<file path="config.mk">
export PLATFORM = sky130hd
export DESIGN_NAME = uart_core
export DESIGN_NICKNAME = d
export VERILOG_FILES = /design/src/rtl/uart_pkg.sv /design/src/rtl/uart_rx.sv /design/src/rtl/uart_tx.sv /design/src/rtl/uart_core.sv
export SDC_FILE = /design/constraint.sdc
export NUM_CORES = 1
export LEC_CHECK = 0
export ABC_AREA = 1
export CAP_MARGIN = 20
export CELL_PAD_IN_SITES_DETAIL_PLACEMENT = 0
export CELL_PAD_IN_SITES_GLOBAL_PLACEMENT = 1
export CORE_AREA = 2 2 87 89
export DETAILED_ROUTE_END_ITERATION = 10
export DIE_AREA = 0 0 89 91
export GPL_ROUTABILITY_DRIVEN = 0
export MAX_ROUTING_LAYER = met4
export PLACE_DENSITY_LB_ADDON = 0.1
export SYNTH_ARGS = -nofsm -noshare
export SYNTH_HDL_FRONTEND = slang
export SYNTH_SLANG_ARGS = --single-unit
</file>
<file path="constraint.sdc">
create_clock -name i_clk -period 2 [get_ports i_clk]
set_clock_uncertainty 0.15 [all_clocks]
set_input_delay 0.5 -clock i_clk [delete_from_list [all_inputs] [get_ports i_clk]]
set_output_delay 0.5 -clock i_clk [all_outputs]
set_load 0.05 [all_outputs]
</file>
<file path="src/rtl/uart_pkg.sv">
// uart_pkg: state encodings and frame constants shared by the UART halves.
package uart_pkg;

  localparam int DATA_BITS            = 8;
  localparam int CLKS_PER_BIT_DEFAULT = 868;  // 115200 baud from 100 MHz

  typedef enum logic [1:0] {
    TX_IDLE,
    TX_START,
    TX_DATA,
    TX_STOP
  } tx_state_t;

  typedef enum logic [1:0] {
    RX_IDLE,
    RX_START,
    RX_DATA,
    RX_STOP
  } rx_state_t;

endpackage

</file>
<file path="src/rtl/uart_rx.sv">
// uart_rx: 8N1 deserialiser; mid-bit sampling after a synchronised falling edge.
// state    | meaning
// RX_IDLE  | wait for a falling edge while enabled
// RX_START | half-bit wait, then confirm the start bit (else glitch)
// RX_DATA  | sample eight data bits one bit period apart, LSB first
// RX_STOP  | sample stop bit; publish byte only if it is high
module uart_rx
  import uart_pkg::*;
#(
  parameter int CLKS_PER_BIT = CLKS_PER_BIT_DEFAULT
) (
  input  logic                 i_clk,
  input  logic                 i_reset,
  input  logic                 i_rx_enable,
  input  logic                 i_serial_in,
  output logic [DATA_BITS-1:0] o_rx_buf,
  output logic                 o_rx_valid
);

  localparam int            CW        = $clog2(CLKS_PER_BIT);
  localparam logic [CW-1:0] LAST_CLK  = CW'(CLKS_PER_BIT - 1);
  localparam logic [CW-1:0] HALF_LAST = CW'(CLKS_PER_BIT / 2 - 1);
  localparam logic [2:0]    LAST_BIT  = 3'(DATA_BITS - 1);

  rx_state_t            r_state,   w_state_nxt;
  logic [CW-1:0]        r_clk_cnt, w_clk_cnt_nxt;
  logic [2:0]           r_bit_idx, w_bit_idx_nxt;
  logic [DATA_BITS-1:0] r_shift,   w_shift_nxt;
  logic [DATA_BITS-1:0] r_rx_buf;
  logic                 r_rx_valid;
  logic                 r_sync1, r_sync2, r_line_prev;
  logic                 w_fall, w_bit_end, w_load;
  logic [CW-1:0]        w_clk_cnt_inc;

  assign w_fall        = r_line_prev & ~r_sync2;
  assign w_bit_end     = (r_clk_cnt == LAST_CLK);
  assign w_clk_cnt_inc = w_bit_end ? '0 : r_clk_cnt + 1'b1;
  assign o_rx_buf      = r_rx_buf;
  assign o_rx_valid    = r_rx_valid;

  // Synchroniser resets to the idle level so leaving reset never looks like a start bit.
  always_ff @(posedge i_clk) begin
    if (i_reset) begin
      r_sync1     <= 1'b1;
      r_sync2     <= 1'b1;
      r_line_prev <= 1'b1;
    end else begin
      r_sync1     <= i_serial_in;
      r_sync2     <= r_sync1;
      r_line_prev <= r_sync2;
    end
  end

  always_ff @(posedge i_clk) begin
    if (i_reset) begin
      r_state    <= RX_IDLE;
      r_clk_cnt  <= '0;
      r_bit_idx  <= '0;
      r_shift    <= '0;
      r_rx_buf   <= '0;
      r_rx_valid <= 1'b0;
    end else begin
      r_state    <= w_state_nxt;
      r_clk_cnt  <= w_clk_cnt_nxt;
      r_bit_idx  <= w_bit_idx_nxt;
      r_shift    <= w_shift_nxt;
      r_rx_valid <= w_load;
      if (w_load) r_rx_buf <= r_shift;
    end
  end

  always_comb begin
    w_state_nxt   = r_state;
    w_clk_cnt_nxt = r_clk_cnt;
    w_bit_idx_nxt = r_bit_idx;
    w_shift_nxt   = r_shift;
    w_load        = 1'b0;
    case (r_state)
      RX_IDLE: begin
        if (i_rx_enable && w_fall) begin
          w_clk_cnt_nxt = '0;
          w_bit_idx_nxt = '0;
          w_state_nxt   = RX_START;
        end
      end
      RX_START: begin
        if (r_clk_cnt == HALF_LAST) begin
          w_clk_cnt_nxt = '0;
          w_state_nxt   = r_sync2 ? RX_IDLE : RX_DATA;
        end else begin
          w_clk_cnt_nxt = r_clk_cnt + 1'b1;
        end
      end
      RX_DATA: begin
        w_clk_cnt_nxt = w_clk_cnt_inc;
        if (w_bit_end) begin
          w_shift_nxt   = {r_sync2, r_shift[DATA_BITS-1:1]};
          w_bit_idx_nxt = r_bit_idx + 1'b1;
          if (r_bit_idx == LAST_BIT) w_state_nxt = RX_STOP;
        end
      end
      RX_STOP: begin
        w_clk_cnt_nxt = w_clk_cnt_inc;
        if (w_bit_end) begin
          w_load      = r_sync2;
          w_state_nxt = RX_IDLE;
        end
      end
      default: w_state_nxt = RX_IDLE;
    endcase
  end

endmodule

</file>
<file path="src/rtl/uart_tx.sv">
// uart_tx: 8N1 serialiser; sends frames back-to-back while i_tx_enable is high.
// state    | meaning
// TX_IDLE  | line high; latch i_tx_buf and start a frame when enabled
// TX_START | start bit, line low
// TX_DATA  | eight data bits, LSB first
// TX_STOP  | stop bit, line high; o_tx_done in its last cycle
module uart_tx
  import uart_pkg::*;
#(
  parameter int CLKS_PER_BIT = CLKS_PER_BIT_DEFAULT
) (
  input  logic                 i_clk,
  input  logic                 i_reset,
  input  logic                 i_tx_enable,
  input  logic [DATA_BITS-1:0] i_tx_buf,
  output logic                 o_serial_out,
  output logic                 o_tx_done
);

  localparam int            CW       = $clog2(CLKS_PER_BIT);
  localparam logic [CW-1:0] LAST_CLK = CW'(CLKS_PER_BIT - 1);
  localparam logic [2:0]    LAST_BIT = 3'(DATA_BITS - 1);

  tx_state_t            r_state,   w_state_nxt;
  logic [CW-1:0]        r_clk_cnt, w_clk_cnt_nxt;
  logic [2:0]           r_bit_idx, w_bit_idx_nxt;
  logic [DATA_BITS-1:0] r_shift,   w_shift_nxt;
  logic                 w_bit_end;
  logic [CW-1:0]        w_clk_cnt_inc;

  assign w_bit_end     = (r_clk_cnt == LAST_CLK);
  assign w_clk_cnt_inc = w_bit_end ? '0 : r_clk_cnt + 1'b1;

  always_ff @(posedge i_clk) begin
    if (i_reset) begin
      r_state   <= TX_IDLE;
      r_clk_cnt <= '0;
      r_bit_idx <= '0;
      r_shift   <= '0;
    end else begin
      r_state   <= w_state_nxt;
      r_clk_cnt <= w_clk_cnt_nxt;
      r_bit_idx <= w_bit_idx_nxt;
      r_shift   <= w_shift_nxt;
    end
  end

  always_comb begin
    w_state_nxt   = r_state;
    w_clk_cnt_nxt = r_clk_cnt;
    w_bit_idx_nxt = r_bit_idx;
    w_shift_nxt   = r_shift;
    o_serial_out  = 1'b1;
    o_tx_done     = 1'b0;
    case (r_state)
      TX_IDLE: begin
        if (i_tx_enable) begin
          w_shift_nxt   = i_tx_buf;
          w_clk_cnt_nxt = '0;
          w_bit_idx_nxt = '0;
          w_state_nxt   = TX_START;
        end
      end
      TX_START: begin
        o_serial_out  = 1'b0;
        w_clk_cnt_nxt = w_clk_cnt_inc;
        if (w_bit_end) w_state_nxt = TX_DATA;
      end
      TX_DATA: begin
        o_serial_out  = r_shift[0];
        w_clk_cnt_nxt = w_clk_cnt_inc;
        if (w_bit_end) begin
          w_shift_nxt   = r_shift >> 1;
          w_bit_idx_nxt = r_bit_idx + 1'b1;
          if (r_bit_idx == LAST_BIT) w_state_nxt = TX_STOP;
        end
      end
      TX_STOP: begin
        w_clk_cnt_nxt = w_clk_cnt_inc;
        if (w_bit_end) begin
          o_tx_done   = 1'b1;
          w_state_nxt = TX_IDLE;
        end
      end
      default: w_state_nxt = TX_IDLE;
    endcase
  end

endmodule

</file>
<file path="src/rtl/uart_core.sv">
// uart_core: full-duplex 8N1 UART; independent TX and RX halves on one clock.
module uart_core
  import uart_pkg::*;
#(
  parameter int CLKS_PER_BIT = CLKS_PER_BIT_DEFAULT
) (
  input  logic                 i_clk,
  input  logic                 i_reset,
  input  logic                 i_tx_enable,
  input  logic [DATA_BITS-1:0] i_tx_buf,
  output logic                 o_serial_out,
  output logic                 o_tx_done,
  input  logic                 i_rx_enable,
  input  logic                 i_serial_in,
  output logic [DATA_BITS-1:0] o_rx_buf,
  output logic                 o_rx_valid
);

  uart_tx #(.CLKS_PER_BIT(CLKS_PER_BIT)) u_tx (
    .i_clk        (i_clk),
    .i_reset      (i_reset),
    .i_tx_enable  (i_tx_enable),
    .i_tx_buf     (i_tx_buf),
    .o_serial_out (o_serial_out),
    .o_tx_done    (o_tx_done)
  );

  uart_rx #(.CLKS_PER_BIT(CLKS_PER_BIT)) u_rx (
    .i_clk       (i_clk),
    .i_reset     (i_reset),
    .i_rx_enable (i_rx_enable),
    .i_serial_in (i_serial_in),
    .o_rx_buf    (o_rx_buf),
    .o_rx_valid  (o_rx_valid)
  );

endmodule

</file>
==> After elaboration in Yosys (flattened, before gate mapping) <==
Cells that the tools add are included.
{ "op_classes": {"n_addsub": 4, "n_eq_ne": 21, "n_mux": 34, "n_bitwise": 2, "reduce_logical": 12} }
{ "ops": {"columns": ["op", "count"], "rows": [
  ["2-to-1 mux 10 bit", 5],
  ["case mux 10 bit (3 select lines)", 1],
  ["2-to-1 mux 2 bit", 11],
  ["adder 10 x 1 -> 10 bit, second input constant", 2],
  ["equality test 10 bit, second input constant", 2],
  ["case mux 10 bit (2 select lines)", 1],
  ["!= test 2 x 1 -> 1 bit, second input constant", 9],
  ["2-to-1 mux 8 bit", 2],
  ["case mux 2 bit (4 select lines)", 2],
  ["case mux 8 bit (2 select lines)", 1],
  ["2-to-1 mux 3 bit", 4],
  ["case mux 3 bit (2 select lines)", 2],
  ["equality test 10 x 9 -> 1 bit, second input constant", 1],
  ["AND reduction 5 bit", 2],
  ["equality test 2 bit, second input constant", 4],
  ["adder 3 x 1 -> 3 bit, second input constant", 2],
  ["equality test 3 bit, second input constant", 2],
  ["AND reduction 3 bit", 2],
  ["equality test 2 x 1 -> 1 bit, second input constant", 2],
  ["logical NOT 2 bit", 2],
  ["2-to-1 mux 1 bit", 4],
  ["nonzero test 2 bit", 2],
  ["OR reduction 3 bit", 1],
  ["!= test 2 bit, second input constant", 1],
  ["other kinds (6)", 6]
]} }
{ "totals": {"reg_bits": 58, "inputBits": 13, "out_inout_bits": 11} }

==> Longest topological paths before layout <==
{ "logic_depth": {"word_depth": 5, "ltp_mapped": 12, "ltp_nobuf": 11} }

==> Hierarchy <==
Synthesis repeated with hierarchy kept, for this count alone.
{ "hier_totals": {"hier_cells": 422, "area_unflattened_um2": 2952.8} }
{ "by_module_without_submodules": {"columns": ["mod", "instances", "cells_per_inst", "area_per_inst_um2", "seq_area_each_um2"], "rows": [
  ["uart_rx", 1, 234, 1666.6, 700.7],
  ["uart_tx", 1, 188, 1286.2, 460.4]
]} }

==> Least setup slack after synthesis <==
OpenSTA, ideal clock, no wires.
{ "synth_timing": {"kind": "register -> output", "start": "register u_tx.r_state[0]", "end": "output o_serial_out", "arrival_ns": 1.991, "t_required_ns": 1.350, "setup_slack_ns": -0.641, "path_stages_with_launch": 5, "path_buffers": 1, "path_cell_list": "dfxtp_1 > inv_1 > ha_1 > clkbuf_1 > o21ai_0"} }
{ "synth_between": {"elab_chain_cells": 2, "elab_cells_between_ends": 3} }
{ "synth_rtl": {"columns": ["item", "line", "rtl"], "rows": [
  ["start: declaration", "uart_tx.sv:24", "tx_state_t r_state, w_state_nxt;"],
  ["start signal: assignment", "uart_tx.sv:41", "r_state <= w_state_nxt;"],
  ["equality test 2 bit or equality test 2 x 1 -> 1 bit (tied branches)", "uart_tx.sv:55", "case (r_state)"],
  ["case mux 1 bit (2 select lines) (*)", "uart_tx.sv:55", null],
  ["end: declaration", "uart_core.sv:11", "output logic o_serial_out,"]
]} }
Every way passes the cells marked *; elsewhere a longest branch is shown, timed or not.

==> Worst setup path after layout <==
{ "layout_timing": {"start": "register u_tx.r_clk_cnt[0]", "end": "output o_tx_done"} }
{ "layout_between": {"elab_chain_cells": 3} }
{ "layout_rtl": {"columns": ["item", "line", "rtl"], "rows": [
  ["start: declaration", "uart_tx.sv:25", "logic [CW-1:0] r_clk_cnt, w_clk_cnt_nxt;"],
  ["start signal: assignment", "uart_tx.sv:42", "r_clk_cnt <= w_clk_cnt_nxt;"],
  ["equality test 10 bit", "uart_tx.sv:31", "assign w_bit_end = (r_clk_cnt == LAST_CLK);"],
  ["2-to-1 mux 1 bit", "uart_tx.sv:80", "if (w_bit_end) begin"],
  ["2-to-1 mux 1 bit", "uart_tx.sv:55", null],
  ["end: declaration", "uart_core.sv:12", "output logic o_tx_done,"]
]} }
No other way between the ends.

==> metrics <==
status finished, violations left; failing checks setup timing; Layout fillers 732; Post-Route Setup TNS -2.843 ps; worst path arrival time 1350 ps; Die Width 89 um; clock-pin transition on the worst setup and hold timing paths 70 ps; CP dominant cell by count nor2_4; Max-cap violations 0; core area 7137 um^2; mapped cell area 2918 um^2; period utilization 1.001; DR pass1 iterations 4; Crit Path Max Fanout 2; Avg WL per Cell 12.14 um; final worst setup slack -2.843 ps; initial antenna violation count 0; Max Clk Rate 499.3 MHz; min cycle time layout 2003 ps; final setup fails 1; gate count of the mapped netlist 417; I/O pin count 24; Place WS 140.6 ps; GRT Total Usage 0.1865; Pleak 1.659 nW; Tightest Pin Transition 319.1 ps; via/cell ratio 4.864; Slowest cell on crit path dfxtp_2; share of layout cells above drive strength 1 0.2178; worst-skew pair later-pin latency 330 ps; first-pass GRT wire length 11.92 mm; Cell Count, Final, Fillers Out 572; Clock Root Buffer clkbuf_8; H-tree depth 3; sequential share of the synthesized area 0.3979; placed cells 545; CTS tree built; CP required 1350 ps; # port buffers 23; Vias 2782; net count after synthesis 442; YS warnings 0; startpoint types register; crit-path cells ha_4 -> nand2_4 -> nor2_4 -> nand3_4 -> nor2_4 -> buf_12; slowest cell delay on critical path 350 ps; Slew Viols, Final 0; Max VDD drop 0.5158 mV; FP Rows 31; antenna cells 0; HPWL after DPL 4.418 mm; Final Cell Area 3795 um^2; Unique masters post-synth 30; Starting Density 0.4088; final hold viol count 0; Synth-to-Final Area Change 30.06%; die height 91 um; Hold Path Class reg -> reg; Routed Antenna Nets 0; clk sinks 58; post-placement cell area 3363 um^2; RSZ-0062 raised after global routing true; total CTS buffers 9; worst hold slack 264.0 ps; Setup CP Type reg -> out; pin count of the biggest net entering global routing 20; DRC viols 0; crit end category output port; drt total wl 6.942 mm; CTS Buffer Depth 2; vias in the first global route 2637; Syn Area/Cell 6.997 um^2; Final nets 493; DRT iter0 DRCs 117; full die area 8099 um^2; total gr overflow 0; Rel. slew slack 0.7866; total power per unit cell area 1046 nW/um^2; Yosys reg bits 58
==> cells in the mapped netlist, drive strengths merged <==
cell type | count | area share
nand2 | 108 | 0.15
inv | 47 | 0.060
ha | 12 | 0.051
dfxtp | 58 | 0.40
a21oi | 34 | 0.058
nor2 | 54 | 0.081
o21ai | 30 | 0.051
nand3b | 2 | 0.0051
xor2 | 1 | 0.0030
a31oi | 3 | 0.0064
buf | 6 | 0.013
nand4 | 18 | 0.041
clkbuf | 6 | 0.0077
nand3 | 24 | 0.045
nor3 | 11 | 0.024
or2 | 3 | 0.0064
==> power breakdown <==
group	switching, mW	internal (mW)	total (mW)
sequential	0.0901	1.28	1.37
clock	0.477	0.642	1.12
combinational	0.833	0.644	1.48
==> per-stage QoR <==
step	util	total power, mW
6_report	0.5317	3.968
5_1_grt	0.5317	4.226
4_1_cts	0.5137	3.744
3_5_place_dp	0.4712	2.520
2_1_floorplan	-	2.104
3_3_place_gp	0.4712	2.523
==> registers in the layout (all words and copies together) (netlist names), named ones only <==
name / count
u_tx.r_shift: 8
u_tx.r_state: 2
u_tx.r_bit_idx: 3
u_rx.r_state: 1
u_rx.o_rx_buf: 8
u_rx.o_rx_valid: 1
u_rx.r_line_prev: 1
u_rx.r_shift: 8
u_rx.r_bit_idx: 3
u_tx.r_clk_cnt: 10
u_rx.r_sync1: 1
u_rx.r_clk_cnt: 10
u_rx.r_sync2: 1
==> per-layer routing <==
| metal | track usage | part of all wire | up-vias |
|---|---|---|---|
| met1 | 0.2459 | 0.48 | 1253 |
| li1 | - | - | 1465 |
| met5 | - | 0 | - |
| met2 | 0.2780 | 0.46 | 51 |
| met4 | 0.06343 | 0.016 | 0 |
| met3 | 0.04636 | 0.038 | 13 |
==> cells in the final DEF, fill, tap and decap left out, drive strengths merged <==
| cell | instances |
|---|---|
| a21oi | 34 |
| a31oi | 3 |
| buf | 40 |
| bufinv | 1 |
| clkbuf | 12 |
| clkdlybuf4s50 | 12 |
| clkinv | 1 |
| clkinvlp | 2 |
| dfxtp | 58 |
| ha | 12 |
| inv | 47 |
| nand2 | 108 |
| nand3 | 24 |
| nand3b | 2 |
| nand4 | 18 |
| nor2 | 54 |
| nor3 | 11 |
| o21ai | 30 |
| or2 | 3 |
| xor2 | 1 |
==> what timing repair did <==
action | in CTS | in global routing
gates resized for setup | 18 | 24
endpoints found under the setup margin | 2 | 15
setup buffers | 5 | 5
hold buffers | 0 | 0
cloned | 0 | 2
pin swaps | 5 | 10
==> kinds of logic after synthesis <==
group,after synthesis,synth area share
buffers and inverters,59,0.08104
AOI/OAI and AO/OA,67,0.1162
and+or+nand+nor,220,0.3503
adders and majority gates,12,0.05146
xor gates and xnor gates,1,0.003002
DFF,58,0.3979
==> critical path: cells and delay by family (launching register included) <==
kind	cells	cell delay (ps)
flops	1	350
simple gates	4	390
fa+ha+maj	1	150
buf+inv	1	140
==> worst paths after layout <==
path | end | start | cells after the start | slack, ps
hold / removal | u_rx.r_sync2 | u_rx.r_sync1 | 1 | 260
setup / recovery | o_tx_done | u_tx.r_clk_cnt[0] | 6 | -3
setup reg to reg | u_tx.r_bit_idx[1] | u_tx.r_clk_cnt[0] | 12 | 150
hold reg to reg | u_rx.r_sync2 | u_rx.r_sync1 | 1 | 260
==> layout make-up <==
class,instances,area [um^2],share of cell area
inverters,47,176.4,0.04649
well taps,99,123.9,0.03264
clock buffers,12,155.1,0.04088
clock inverters,4,50.05,0.01319
multi-input cells,300,1648,0.4342
repair buffers,52,473.0,0.1246
flip-flops and latches,58,1169,0.3079
(Power assumes the default switching activity.)
